--- src/rtl/stopwatch_pkg.sv ---
// Shared definitions for the stopwatch display driver: status codes,
// digit count, 7-segment patterns and the converter state encoding.
package stopwatch_pkg;

    localparam logic [1:0] ST_IDLE    = 2'b00;
    localparam logic [1:0] ST_RUNNING = 2'b01;
    localparam logic [1:0] ST_PAUSED  = 2'b10;

    localparam int NUM_DIGITS = 4;

    // Active-high {g,f,e,d,c,b,a} patterns, entry 9 first so [d] selects digit d.
    localparam logic [9:0][6:0] SEG_TABLE = {
        7'h6F, 7'h7F, 7'h07, 7'h7D, 7'h6D,
        7'h66, 7'h4F, 7'h5B, 7'h06, 7'h3F
    };

    typedef enum logic [1:0] {
        CV_IDLE,
        CV_CAPTURE,
        CV_SHIFT,
        CV_COMMIT
    } cv_state_t;

    // Codes above 9 are not decimal digits and are shown blank.
    function automatic logic [6:0] bcd_to_seg(input logic [3:0] d);
        logic [6:0] s;
        s = 7'h00;
        if (d <= 4'd9) begin
            s = SEG_TABLE[d];
        end
        return s;
    endfunction

endpackage

--- src/rtl/stopwatch_display_driver_bin2bcd_seq.sv ---
// Sequential double-dabble: 8-bit binary to three BCD nibbles in 8 cycles.
// start loads the operand; done is high during the final shift cycle and
// bcd holds the finished result from the following cycle onward.
module bin2bcd_seq (
    input  logic        clk,
    input  logic        rst_n,
    input  logic        start,
    input  logic [7:0]  bin,
    output logic        busy,
    output logic        done,
    output logic [11:0] bcd
);

    // {hundreds, tens, units, remaining binary bits}
    logic [19:0] sr_reg;
    logic [19:0] adj;
    logic [2:0]  cnt_reg;
    logic        active_reg;

    assign adj[7:0] = sr_reg[7:0];

    // Add-3 correction on every BCD nibble that would overflow when doubled.
    for (genvar gi = 0; gi < 3; gi++) begin : g_adj
        assign adj[8 + 4*gi +: 4] = (sr_reg[8 + 4*gi +: 4] >= 4'd5)
                                    ? sr_reg[8 + 4*gi +: 4] + 4'd3
                                    : sr_reg[8 + 4*gi +: 4];
    end

    // Load on start, then eight correct-and-shift steps.
    always_ff @(posedge clk) begin
        if (!rst_n) begin
            sr_reg     <= '0;
            cnt_reg    <= '0;
            active_reg <= 1'b0;
        end else if (start) begin
            sr_reg     <= {12'd0, bin};
            cnt_reg    <= '0;
            active_reg <= 1'b1;
        end else if (active_reg) begin
            sr_reg  <= {adj[18:0], 1'b0};
            cnt_reg <= cnt_reg + 3'd1;
            if (cnt_reg == 3'd7) begin
                active_reg <= 1'b0;
            end
        end
    end

    assign busy = active_reg;
    assign done = active_reg && (cnt_reg == 3'd7);
    assign bcd  = sr_reg[19:8];

endmodule

--- src/rtl/stopwatch_display_driver.sv ---
// Stopwatch display driver: snapshots minutes/seconds, converts them to BCD
// and scans a 4-digit multiplexed 7-segment display as MM.SS.
// Optional macro BLINK_EN: blank the digits periodically while PAUSED.
module stopwatch_display_driver
    import stopwatch_pkg::*;
#(
    parameter int SCAN_DIV       = 50000,
    parameter int SEG_ACTIVE_LOW = 1,
    parameter int BLINK_LOG2     = 3
) (
    input  logic                  clk,
    input  logic                  rst_n,
    input  logic [7:0]            minutes,
    input  logic [5:0]            seconds,
    input  logic [1:0]            status,
    output logic [NUM_DIGITS-1:0] an,
    output logic [6:0]            seg,
    output logic                  dp,
    output logic                  busy,
    output logic                  min_ovf
);

    localparam int   PW  = $clog2(SCAN_DIV);
    localparam logic INV = (SEG_ACTIVE_LOW != 0);

    cv_state_t state_reg, state_next;
    logic        conv_start;
    logic [7:0]  snap_min_reg, snap_sec_reg;
    logic        snap_valid_reg;
    logic        sample_diff;
    logic [11:0] min_bcd, sec_bcd;
    logic        min_done;
    logic        unused_min_busy, unused_sec_busy, unused_sec_done;
    logic [3:0]  unused_sec_hund;

    logic [3:0]  digit_reg [NUM_DIGITS];
    logic        min_ovf_reg;
    logic        lit_reg;

    logic [PW-1:0]         presc_reg;
    logic [1:0]            idx_reg;
    logic                  tc;
    logic [NUM_DIGITS-1:0] digit_sel;
    logic                  blank;
    logic [NUM_DIGITS-1:0] an_reg;
    logic [6:0]            seg_reg;
    logic                  dp_reg;

    assign sample_diff     = {minutes, 2'b00, seconds} != {snap_min_reg, snap_sec_reg};
    assign unused_sec_hund = sec_bcd[11:8];

    bin2bcd_seq u_min_conv (
        .clk   (clk),
        .rst_n (rst_n),
        .start (conv_start),
        .bin   (minutes),
        .busy  (unused_min_busy),
        .done  (min_done),
        .bcd   (min_bcd)
    );

    bin2bcd_seq u_sec_conv (
        .clk   (clk),
        .rst_n (rst_n),
        .start (conv_start),
        .bin   ({2'b00, seconds}),
        .busy  (unused_sec_busy),
        .done  (unused_sec_done),
        .bcd   (sec_bcd)
    );

    // Converter state register.
    always_ff @(posedge clk) begin
        if (!rst_n) begin
            state_reg <= CV_IDLE;
        end else begin
            state_reg <= state_next;
        end
    end

    // Converter next state and control strobes.
    always_comb begin
        state_next = state_reg;
        conv_start = 1'b0;
        busy       = 1'b0;
        unique case (state_reg)
            CV_IDLE: begin
                if (!snap_valid_reg || sample_diff) begin
                    state_next = CV_CAPTURE;
                end
            end
            CV_CAPTURE: begin
                conv_start = 1'b1;
                busy       = 1'b1;
                state_next = CV_SHIFT;
            end
            CV_SHIFT: begin
                busy = 1'b1;
                if (min_done) begin
                    state_next = CV_COMMIT;
                end
            end
            CV_COMMIT: begin
                state_next = CV_IDLE;
            end
            default: begin
                state_next = CV_IDLE;
            end
        endcase
    end

    // Snapshot of the value being converted, used to detect new input.
    always_ff @(posedge clk) begin
        if (!rst_n) begin
            snap_min_reg   <= '0;
            snap_sec_reg   <= '0;
            snap_valid_reg <= 1'b0;
        end else if (state_reg == CV_CAPTURE) begin
            snap_min_reg   <= minutes;
            snap_sec_reg   <= {2'b00, seconds};
            snap_valid_reg <= 1'b1;
        end
    end

    // All four digits and the overflow flag change together at commit.
    always_ff @(posedge clk) begin
        if (!rst_n) begin
            for (int i = 0; i < NUM_DIGITS; i++) begin
                digit_reg[i] <= '0;
            end
            min_ovf_reg <= 1'b0;
            lit_reg     <= 1'b0;
        end else if (state_reg == CV_COMMIT) begin
            digit_reg[0] <= sec_bcd[3:0];
            digit_reg[1] <= sec_bcd[7:4];
            digit_reg[2] <= min_bcd[3:0];
            digit_reg[3] <= min_bcd[7:4];
            min_ovf_reg  <= (min_bcd[11:8] != 4'd0);
            lit_reg      <= 1'b1;
        end
    end

    assign min_ovf = min_ovf_reg;
    assign tc      = (presc_reg == PW'(SCAN_DIV - 1));

    // Digit-slot prescaler and scan index.
    always_ff @(posedge clk) begin
        if (!rst_n) begin
            presc_reg <= '0;
            idx_reg   <= '0;
        end else if (tc) begin
            presc_reg <= '0;
            idx_reg   <= idx_reg + 2'd1;
        end else begin
            presc_reg <= presc_reg + PW'(1);
        end
    end

    for (genvar gi = 0; gi < NUM_DIGITS; gi++) begin : g_sel
        assign digit_sel[gi] = (idx_reg == 2'(gi));
    end

`ifdef BLINK_EN
    logic [BLINK_LOG2-1:0] frame_cnt_reg;
    logic                  phase_reg;
    logic                  blank_reg;
    logic                  frame_end;
    logic                  phase_next;

    assign frame_end  = tc && (idx_reg == 2'd3);
    assign phase_next = phase_reg ^ (frame_end && (&frame_cnt_reg));

    // Frame counter and blink phase; blanking is resampled only at slot edges.
    always_ff @(posedge clk) begin
        if (!rst_n) begin
            frame_cnt_reg <= '0;
            phase_reg     <= 1'b0;
            blank_reg     <= 1'b0;
        end else begin
            if (frame_end) begin
                frame_cnt_reg <= frame_cnt_reg + 1'b1;
            end
            phase_reg <= phase_next;
            if (tc) begin
                blank_reg <= (status == ST_PAUSED) && phase_next;
            end
        end
    end

    assign blank = blank_reg;
`else
    localparam int unused_blink_log2 = BLINK_LOG2;
    logic unused_status;
    assign unused_status = ^status;
    assign blank         = 1'b0;
`endif

    // Pin-level output registers with polarity applied.
    always_ff @(posedge clk) begin
        if (!rst_n) begin
            an_reg  <= {NUM_DIGITS{INV}};
            seg_reg <= {7{INV}};
            dp_reg  <= INV;
        end else begin
            an_reg  <= ((lit_reg && !blank) ? digit_sel : '0) ^ {NUM_DIGITS{INV}};
            seg_reg <= (lit_reg ? bcd_to_seg(digit_reg[idx_reg]) : 7'h00) ^ {7{INV}};
            dp_reg  <= (lit_reg && (idx_reg == 2'd2)) ^ INV;
        end
    end

    assign an  = an_reg;
    assign seg = seg_reg;
    assign dp  = dp_reg;

endmodule

--- config.mk ---
export PLATFORM = sky130hd
export DESIGN_NAME = stopwatch_display_driver
export DESIGN_NICKNAME = d
export VERILOG_FILES = /design/src/rtl/stopwatch_pkg.sv /design/src/rtl/stopwatch_display_driver_bin2bcd_seq.sv /design/src/rtl/stopwatch_display_driver.sv
export SDC_FILE = /design/constraint.sdc
export NUM_CORES = 1
export LEC_CHECK = 0
export CAP_MARGIN = 20
export CELL_PAD_IN_SITES_DETAIL_PLACEMENT = 2
export CELL_PAD_IN_SITES_GLOBAL_PLACEMENT = 2
export CORE_UTILIZATION = 39
export DETAILED_ROUTE_END_ITERATION = 6
export PLACE_DENSITY_LB_ADDON = 0.1
export SYNTH_ARGS = -nofsm -noshare
export SYNTH_HDL_FRONTEND = slang
export SYNTH_HIERARCHICAL = 1
export SYNTH_SLANG_ARGS = --single-unit
--- constraint.sdc ---
create_clock -name clk -period 2.8 [get_ports clk]
set_input_delay 0.56 -clock clk [delete_from_list [all_inputs] [get_ports clk]]
set_output_delay 0.56 -clock clk [all_outputs]
set_load 0.02 [all_outputs]
Word level (Yosys, flattened, before mapping)
Memories as Yosys holds them, arrays and structs flattened. A register that Yosys moved wholly into a read port is not among the register bits.
Cells that the tools add are included.
Word-level totals
  input port bits: 18
  memories kept: 2
  output and inout port bits: 14
  ROM bits: 112
  word-level logic and storage cells: 108
  register bits after elaboration: 97
  bits in writable memories: 16
Memory list
  (name not given): words 16, bits a word 7, read ports 1, clocked after memory_dff 0, wr ports 0, line stopwatch_pkg.sv:29  | s = SEG_TABLE[d];
  digit_reg: words 4, bits a word 4, read ports 1, clocked after memory_dff 1, wr ports 4, line stopwatch_display_driver.sv:36  | logic [3:0] digit_reg [NUM_DIGITS];
Operators by class
  order comparisons: 8
  eq/ne operators: 12
  mux-type cells: 36
  reduce and logical (&&, ||, !) cells: 13
  $add $sub $neg: 10
  bitwise logic cells: 8
Operators with widths (number)
  2-to-1 mux 4 bit: 9
  2-to-1 mux 7 bit: 4
  greater-or-equal comparator 4 x 3 -> 1 bit, second input constant: 6
  adder 16 x 1 -> 16 bit, second input constant: 1
  adder 4 x 2 -> 4 bit, second input constant: 4
  == test 16 bit, second input constant: 1
  2-to-1 mux 8 bit: 2
  inequality test 14 bit: 1
  2-to-1 mux 1 bit: 12
  2-to-1 mux 6 bit: 2
  == test 2 bit, second input constant: 4
  2-to-1 mux 2 bit: 4
  case mux 2 bit (4 select lines): 1
  NOT 7 bit: 1
  adder 3 x 1 -> 3 bit, second input constant: 2
  adder 3 x 2 -> 3 bit, second input constant: 2
  == test 3 bit, second input constant: 2
  2-to-1 mux 3 bit: 2
  OR reduction 2 bit: 3
  less-than comparator 4 x 5 -> 1 bit, second input constant: 1
  == test 2 x 1 -> 1 bit, second input constant: 2
  less-or-equal comparator 4 bit, second input constant: 1
  logical NOT 2 bit: 2
  inequality test 2 bit, second input constant: 2
  10 further kinds: 16

Longest topological paths before layout
Gate-level depths: netlist of run 1.
  word-level depth: 6
  depth in mapped cells: 8
  mapped depth without buffers: 7

By module
Netlist of run 1, hierarchy kept.
By module, submodules not included
  stopwatch_display_driver: times used 1, area each 2969.1 sq um, sequential area each 1481.4 sq um, cells each 273
  bin2bcd_seq: times used 2, area each 1353.8 sq um, sequential area each 480.5 sq um, cells each 154

Worst setup path after synthesis of run 1
OpenSTA, ideal clock, no wires.
  path type: register to register
  from: register with a tool-made name
  to: register seg_reg[4] (netlist: seg[4])
  library setup time: 0.140 ns
  path buffers: 1
  data required time: 2.660 ns
  period minus slack after synthesis: 1.951 ns
  cell stages (with the launch flop): 9
  data arrival time: 1.811 ns
  setup slack: 0.849 ns
  cell sequence: dfxtp_1 > mux4_2 > inv_1 > ha_1 > nor2_1 > o21ai_0 > and3_1 > buf_2 > o311ai_0
RTL lines
  end signal, assigned: line stopwatch_display_driver.sv:202  | seg_reg <= {7{INV}};
  end signal, assigned: line stopwatch_display_driver.sv:206  | seg_reg <= (lit_reg ? bcd_to_seg(digit_reg[idx_reg]) : 7'h00) ^ {7{INV}};
  end, declared: line stopwatch_display_driver.sv:46  | logic [6:0] seg_reg;

Worst setup path in the final report of run 1
  from: register state_reg[0]
  to: output busy
On the way
  cells in the longest elaborated chain, start to end: 3
  elaborated cells on any way between the ends: 4
  those cells by class: eq/ne (2); mux (1); reduce/logical (1)
RTL lines
  start, declared: line stopwatch_display_driver.sv:26  | cv_state_t state_reg, state_next;
  start signal, assigned: line stopwatch_display_driver.sv:77  | state_reg <= state_next;
  == test 2 x 1 -> 1 bit or == test 2 bit (tied branches): line stopwatch_display_driver.sv:86  | unique case (state_reg)
  OR reduction 2 bit (no line) *
  2-to-1 mux 1 bit *: line stopwatch_display_driver.sv:86
  end, declared: line stopwatch_display_driver.sv:19  | output logic busy,
Every way passes the cells marked *; elsewhere a longest branch is shown, timed or not.

==> impl_metrics.env, run 1 <==
export IMPL_arrival_ns=1.79
export IMPL_place_area_um2=5760
export IMPL_place_gp_congestion=0.769
export IMPL_ios=32
export IMPL_p_per_area_nw_per_um2=746
export IMPL_crit_chain="inv_1 > ha_1 > clkdlybuf4s50_1"
export IMPL_synth_area_um2=5430
export IMPL_drv_slew=0
export IMPL_max_stage_delay_ns=0.61
export IMPL_final_cell_area_um2=6040
export IMPL_die_area_um2=14400
export IMPL_power_leakage_nw=2.23
export IMPL_drtPass1Iterations=4
export IMPL_initial_core_util_pct=40.5
export IMPL_hp_start="lit_reg"
export IMPL_syn_avg_cell_area_um2=9.85
export IMPL_skew_ns=0.00841
export IMPL_numCtsBuffers=9
export IMPL_ant_nets=0
export IMPL_end_kind="primary output"
export IMPL_largest_reg_flops=20
export IMPL_die_w_um=120
export IMPL_cts_resized=0
export IMPL_cts_max_level=3
export IMPL_die_y_um=120
export IMPL_routed_wl_um=12100
export IMPL_drt_iter0_drc=140
export IMPL_cts_post_setup_buffers_inserted=0
export IMPL_rows=42
export IMPL_via_count=3867
export IMPL_layout_drive_gt1_share_pct=5.98
export IMPL_fin_crit_sh_pct=83.8
export IMPL_syn_inst=551
export IMPL_dpl_hpwl_um=8580
export IMPL_status="completed"
export IMPL_fin_nets=612
export IMPL_port_buffers=29
export IMPL_root_buffer="clkbuf_16"
export IMPL_maxCapViolations=0
export IMPL_diodes=0
export IMPL_crit_required_ns=2.24
export IMPL_totalNegativeSetupSlack_ns=0
export IMPL_hold_violations=0
export IMPL_cts_clk_slew_worst_paths_ns=0.07
export IMPL_relSlewSlack_pct=51.7
export IMPL_overflow=0
export IMPL_layout_min_cycle_time_ns=2.35
export IMPL_core_area_um2=13400
export IMPL_syn_to_final_growth_pct=11.4
export IMPL_drc=0
export IMPL_yosys_warnings=6
export IMPL_cts_buffer_depth=2
export IMPL_total_power_w=0.00451
export IMPL_cts_sinks=110
export IMPL_crit_start="state_reg[0]"
export IMPL_slowest_stage="clkdlybuf4s50_1"
export IMPL_clk_latency_ns=0.36
export IMPL_setup_viol=0
export IMPL_grt_pass1_wl_um=20900
export IMPL_start_kind="flip-flop"
export IMPL_ir_drop_mv=0.443
export IMPL_worst_slew_pin_slew_ns=0.724
export IMPL_crit_type="flip-flop to primary output"
export IMPL_avgRoutedWirePerCell_um=16.3
export IMPL_r2r_slack_ns=0.55
export IMPL_viasPerCell=5.19
export IMPL_grt_total_usage_pct=18.4
export IMPL_first_global_vias=4227
export IMPL_hp_class="flip-flop to flip-flop"
export IMPL_max_freq_mhz=426
export IMPL_cts_tree="yes"
export IMPL_rsz0062_at_grt="no"
export IMPL_grt_max_degree=41
export IMPL_antenna_found_initial=0
export IMPL_postCtsHoldBufs=0
export IMPL_crit_fanout=4
per-stage QoR:
step | cells | utilization (%) | worst slack [ns] | hold WS (ns)
after global routing | 745 | 45.1 | 0.322 | 0.507
after detailed placement | 729 | 43.0 | 0.171 | 0.456
final | 745 | 45.1 | 0.454 | 0.458
after global placement | 729 | 43.0 | 0.284 | 0.434
after CTS | 745 | 45.1 | 0.414 | 0.468
after floorplan | 552 | - | 0.849 | 0.414
worst max-delay path: cells and delay by family (launching register included):
family | cells | cell delay [ns]
fa+ha+maj | 1 | 0.33
buf+inv | 2 | 0.71
flops | 1 | 0.39
layer usage:
| layer | routed length [µm] | global-route usage (%) | up-vias |
|---|---|---|---|
| li1 | - | - | 1927 |
| met1 | 5430 | 21.1 | 1892 |
| met2 | 6230 | 33.3 | 34 |
| met3 | 288 | 4.61 | 14 |
| met4 | 170 | 5.55 | 0 |
| met5 | 0 | 0 | - |
final timing paths:
kind / to / cells past startpoint
min: an[2] / 1
max reg2reg: seg[4] / 7
max: busy / 3
min reg2reg: an[2] / 1
power breakdown:
group	leakage (nW)	internal, W	switching, W
combinational	1.16	0.000552	0.000686
sequential	0.930	0.00182	0.000193
clock	0.139	0.000679	0.000579
total	2.23	0.00305	0.00146
cell type report:
cell class,count,area (µm²)
fillers,1441,7360
multi-input cells,387,2760
flip-flops and latches,110,2360
repair buffers,37,345
clock buffers,14,274
well taps,176,220
inverters,19,71.3
clock inverters,2,13.8
cell usage in the layout (no fill, tap or decap), types with 2 or more instances in the layout:
cell type	n
buf_4	8
mux2i_1	38
nor2b_1	22
or3_1	6
and2_1	18
edfxtp_1	16
nand2b_1	8
nor3b_1	2
conb_1	2
nand3_1	21
dfxtp_1	94
xnor2_1	17
clkdlybuf4s50_1	28
xor2_1	13
o21a_1	5
o211ai_1	8
or4_1	4
o21ai_0	10
nor4_1	3
nand4_1	7
a21oi_1	13
and3_1	20
nand2b_4	2
nand4bb_1	2
a31oi_1	5
a31o_1	2
nor2_1	30
clkbuf_8	3
nand3b_1	8
ha_1	29
a2111o_1	8
o21ai_1	20
or3b_1	3
inv_1	19
nand2_1	46
mux4_2	4
clkbuf_16	9
clkbuf_1	2
No activity file was read; power rests on OpenSTA's default activity.
==> inputs of run 2 (changes only) <==
CORE_UTILIZATION = 35   (was 39)
clock period = 1.91 ns   (was 2.8 ns; I/O delays follow)
==> impl_metrics.env, run 2 (same netlist as run 1, synthesis figures left out) <==
export IMPL_crit_type="flip-flop to flip-flop"
export IMPL_p_per_area_nw_per_um2=1080
export IMPL_pwr_share_clk_pct=29.8
export IMPL_die_area_um2=16000
export IMPL_status="completed"
export IMPL_grt_total_usage_pct=16.7
export IMPL_port_buffers=29
export IMPL_die_w_um=127
export IMPL_slowest_stage="mux4_2"
export IMPL_clk_latency_ns=0.35
export IMPL_layout_min_cycle_time_ns=1.83
export IMPL_skew_ns=0.00614
export IMPL_numCtsBuffers=9
export IMPL_arrival_ns=2.04
export IMPL_fin_nets=641
export IMPL_r2r_cells=7
export IMPL_routed_wl_um=12300
export IMPL_final_cell_mix="dfxtp_1 (93), nand2_1 (46), mux2i_1 (38)"
export IMPL_viasPerCell=5.06
export IMPL_whs_ns=0.462
export IMPL_setup_ws_ns=0.0813
export IMPL_root_buffer="clkbuf_16"
export IMPL_core_area_um2=15100
export IMPL_cts_tree="yes"
export IMPL_whs_endpoint="snap_valid_reg"
export IMPL_drc=0
export IMPL_die_y_um=127
export IMPL_cts_sinks=110
export IMPL_worst_slew_pin_slew_ns=0.511
export IMPL_initial_core_util_pct=35.8
export IMPL_p_int_w=0.00474
export IMPL_rows=45
export IMPL_hp_class="flip-flop to flip-flop"
export IMPL_ir_drop_mv=0.534
export IMPL_cts_max_level=3
export IMPL_via_count=3976
export IMPL_hold_violations=0
export IMPL_power_leakage_nw=2.41
export IMPL_setup_viol=0
export IMPL_cts_post_setup_buffers_inserted=0
export IMPL_reg2reg_to="seg[4]"
export IMPL_crit_chain="mux4_2 > inv_2 > ha_1 > nor2_2 > o21ai_1 > and3_4 > o311ai_0"
export IMPL_rsz0062_at_grt="yes"
export IMPL_avgRoutedWirePerCell_um=15.7
export IMPL_r2r_slack_ns=0.08
export IMPL_drv_slew=0
export IMPL_dpl_hpwl_um=8830
export IMPL_overflow=0
export IMPL_cts_clk_slew_worst_paths_ns=0.07
export IMPL_pre_cts_ws_ns=-0.398
export IMPL_grt_pass1_wl_um=21100
export IMPL_cts_buffer_depth=2
export IMPL_crit_fanout=7
export IMPL_maxCapViolations=0
export IMPL_ios=32
export IMPL_mostFrequentLayoutCell="dfxtp_1"
export IMPL_end_kind="flip-flop"
export IMPL_postCtsHoldBufs=0
export IMPL_diodes=0
export IMPL_min_path_cells=1
export IMPL_layout_drive_gt1_share_pct=11.9
export IMPL_drt_iter0_drc=77
export IMPL_power_switching_w=0.00215
export IMPL_max_freq_mhz=547
export IMPL_first_global_vias=4311
export IMPL_max_stage_delay_ns=0.51
export IMPL_relSlewSlack_pct=65.9
export IMPL_antenna_found_initial=0
export IMPL_place_gp_congestion=0.735
export IMPL_seq_power_share_pct=42.3
export IMPL_crit_required_ns=2.12
export IMPL_syn_to_final_growth_pct=17.0
export IMPL_swShare_pct=31.2
export IMPL_fin_crit_sh_pct=95.7
export IMPL_start_kind="flip-flop"
export IMPL_ant_nets=0
export IMPL_combPwrFrac_pct=27.9
export IMPL_hp_start="snap_valid_reg"
export IMPL_drtPass1Iterations=3
export IMPL_grt_max_degree=43
export IMPL_largest_reg_flops=20
run 2: worst max-delay path by stage:
stage	start	to
floorplan	flip-flop	seg[4]
global placement	minutes[5]	state_reg[0]
detailed placement	minutes[5]	state_reg[0]
CTS	flip-flop	seg[4]
global route	digit_reg[1][1]	seg[4]
finish	flip-flop	seg[4]
run 2: what timing repair did:
| action | 4_1_cts | 5_1_grt |
|---|---|---|
| pin swaps | 1 | 2 |
| resized for setup | 8 | 8 |
| setup endpoints to repair | 9 | 8 |
| endpoints found under the hold margin | 0 | 0 |
run 2: final cells by class:
class,count,area (µm²)
clock buffers,14,295
well taps,188,235
multi-input cells,387,2780
fillers,1619,8790
flip-flops and latches,110,2370
inverters,19,71.3
repair buffers,66,571
clock inverters,2,35.0
run 2: metrics by stage:
| step | power, W | cells | utilization [%] | cell area (µm²) | setup TNS [ns] |
|---|---|---|---|---|---|
| finish | 0.00689 | 786 | 41.9 | 6350 | 0 |
| global route | 0.00735 | 786 | 41.9 | 6350 | -0.0102 |
| CTS | 0.00702 | 786 | 41.8 | 6330 | 0 |
| detailed placement | 0.00494 | 770 | 39.6 | 6000 | -0.889 |
| global placement | 0.00483 | 770 | 39.6 | 6000 | -0.758 |
| floorplan | 0.00445 | 552 | - | 5430 | 0 |
run 2: worst max-delay path, delay by kind of cell, from the launching register on:
family,cells,cell delay [ns]
compound gates,2,0.27
mux,1,0.51
flops,1,0.37
simple gates,2,0.28
buf+inv,1,0.11
fa+ha+maj,1,0.16
run 2: power groups by stage:
stage / registers [W] / logic [W] / clock network, W
after floorplan: 0.00289 / 0.00156 / 0
after global placement: 0.00295 / 0.00188 / 0
after detailed placement: 0.00297 / 0.00196 / 0
after CTS: 0.00292 / 0.00197 / 0.00213
after global routing: 0.00296 / 0.00215 / 0.00224
final: 0.00292 / 0.00192 / 0.00205
run 2: metal layers:
metal  vias up  wire length, µm  track usage (%)
li1       1991                -                -
met4         0              128             4.25
met2        32             6130             29.2
met1      1948             5790             20.5
met3         5              274             3.88
met5         -                0                0
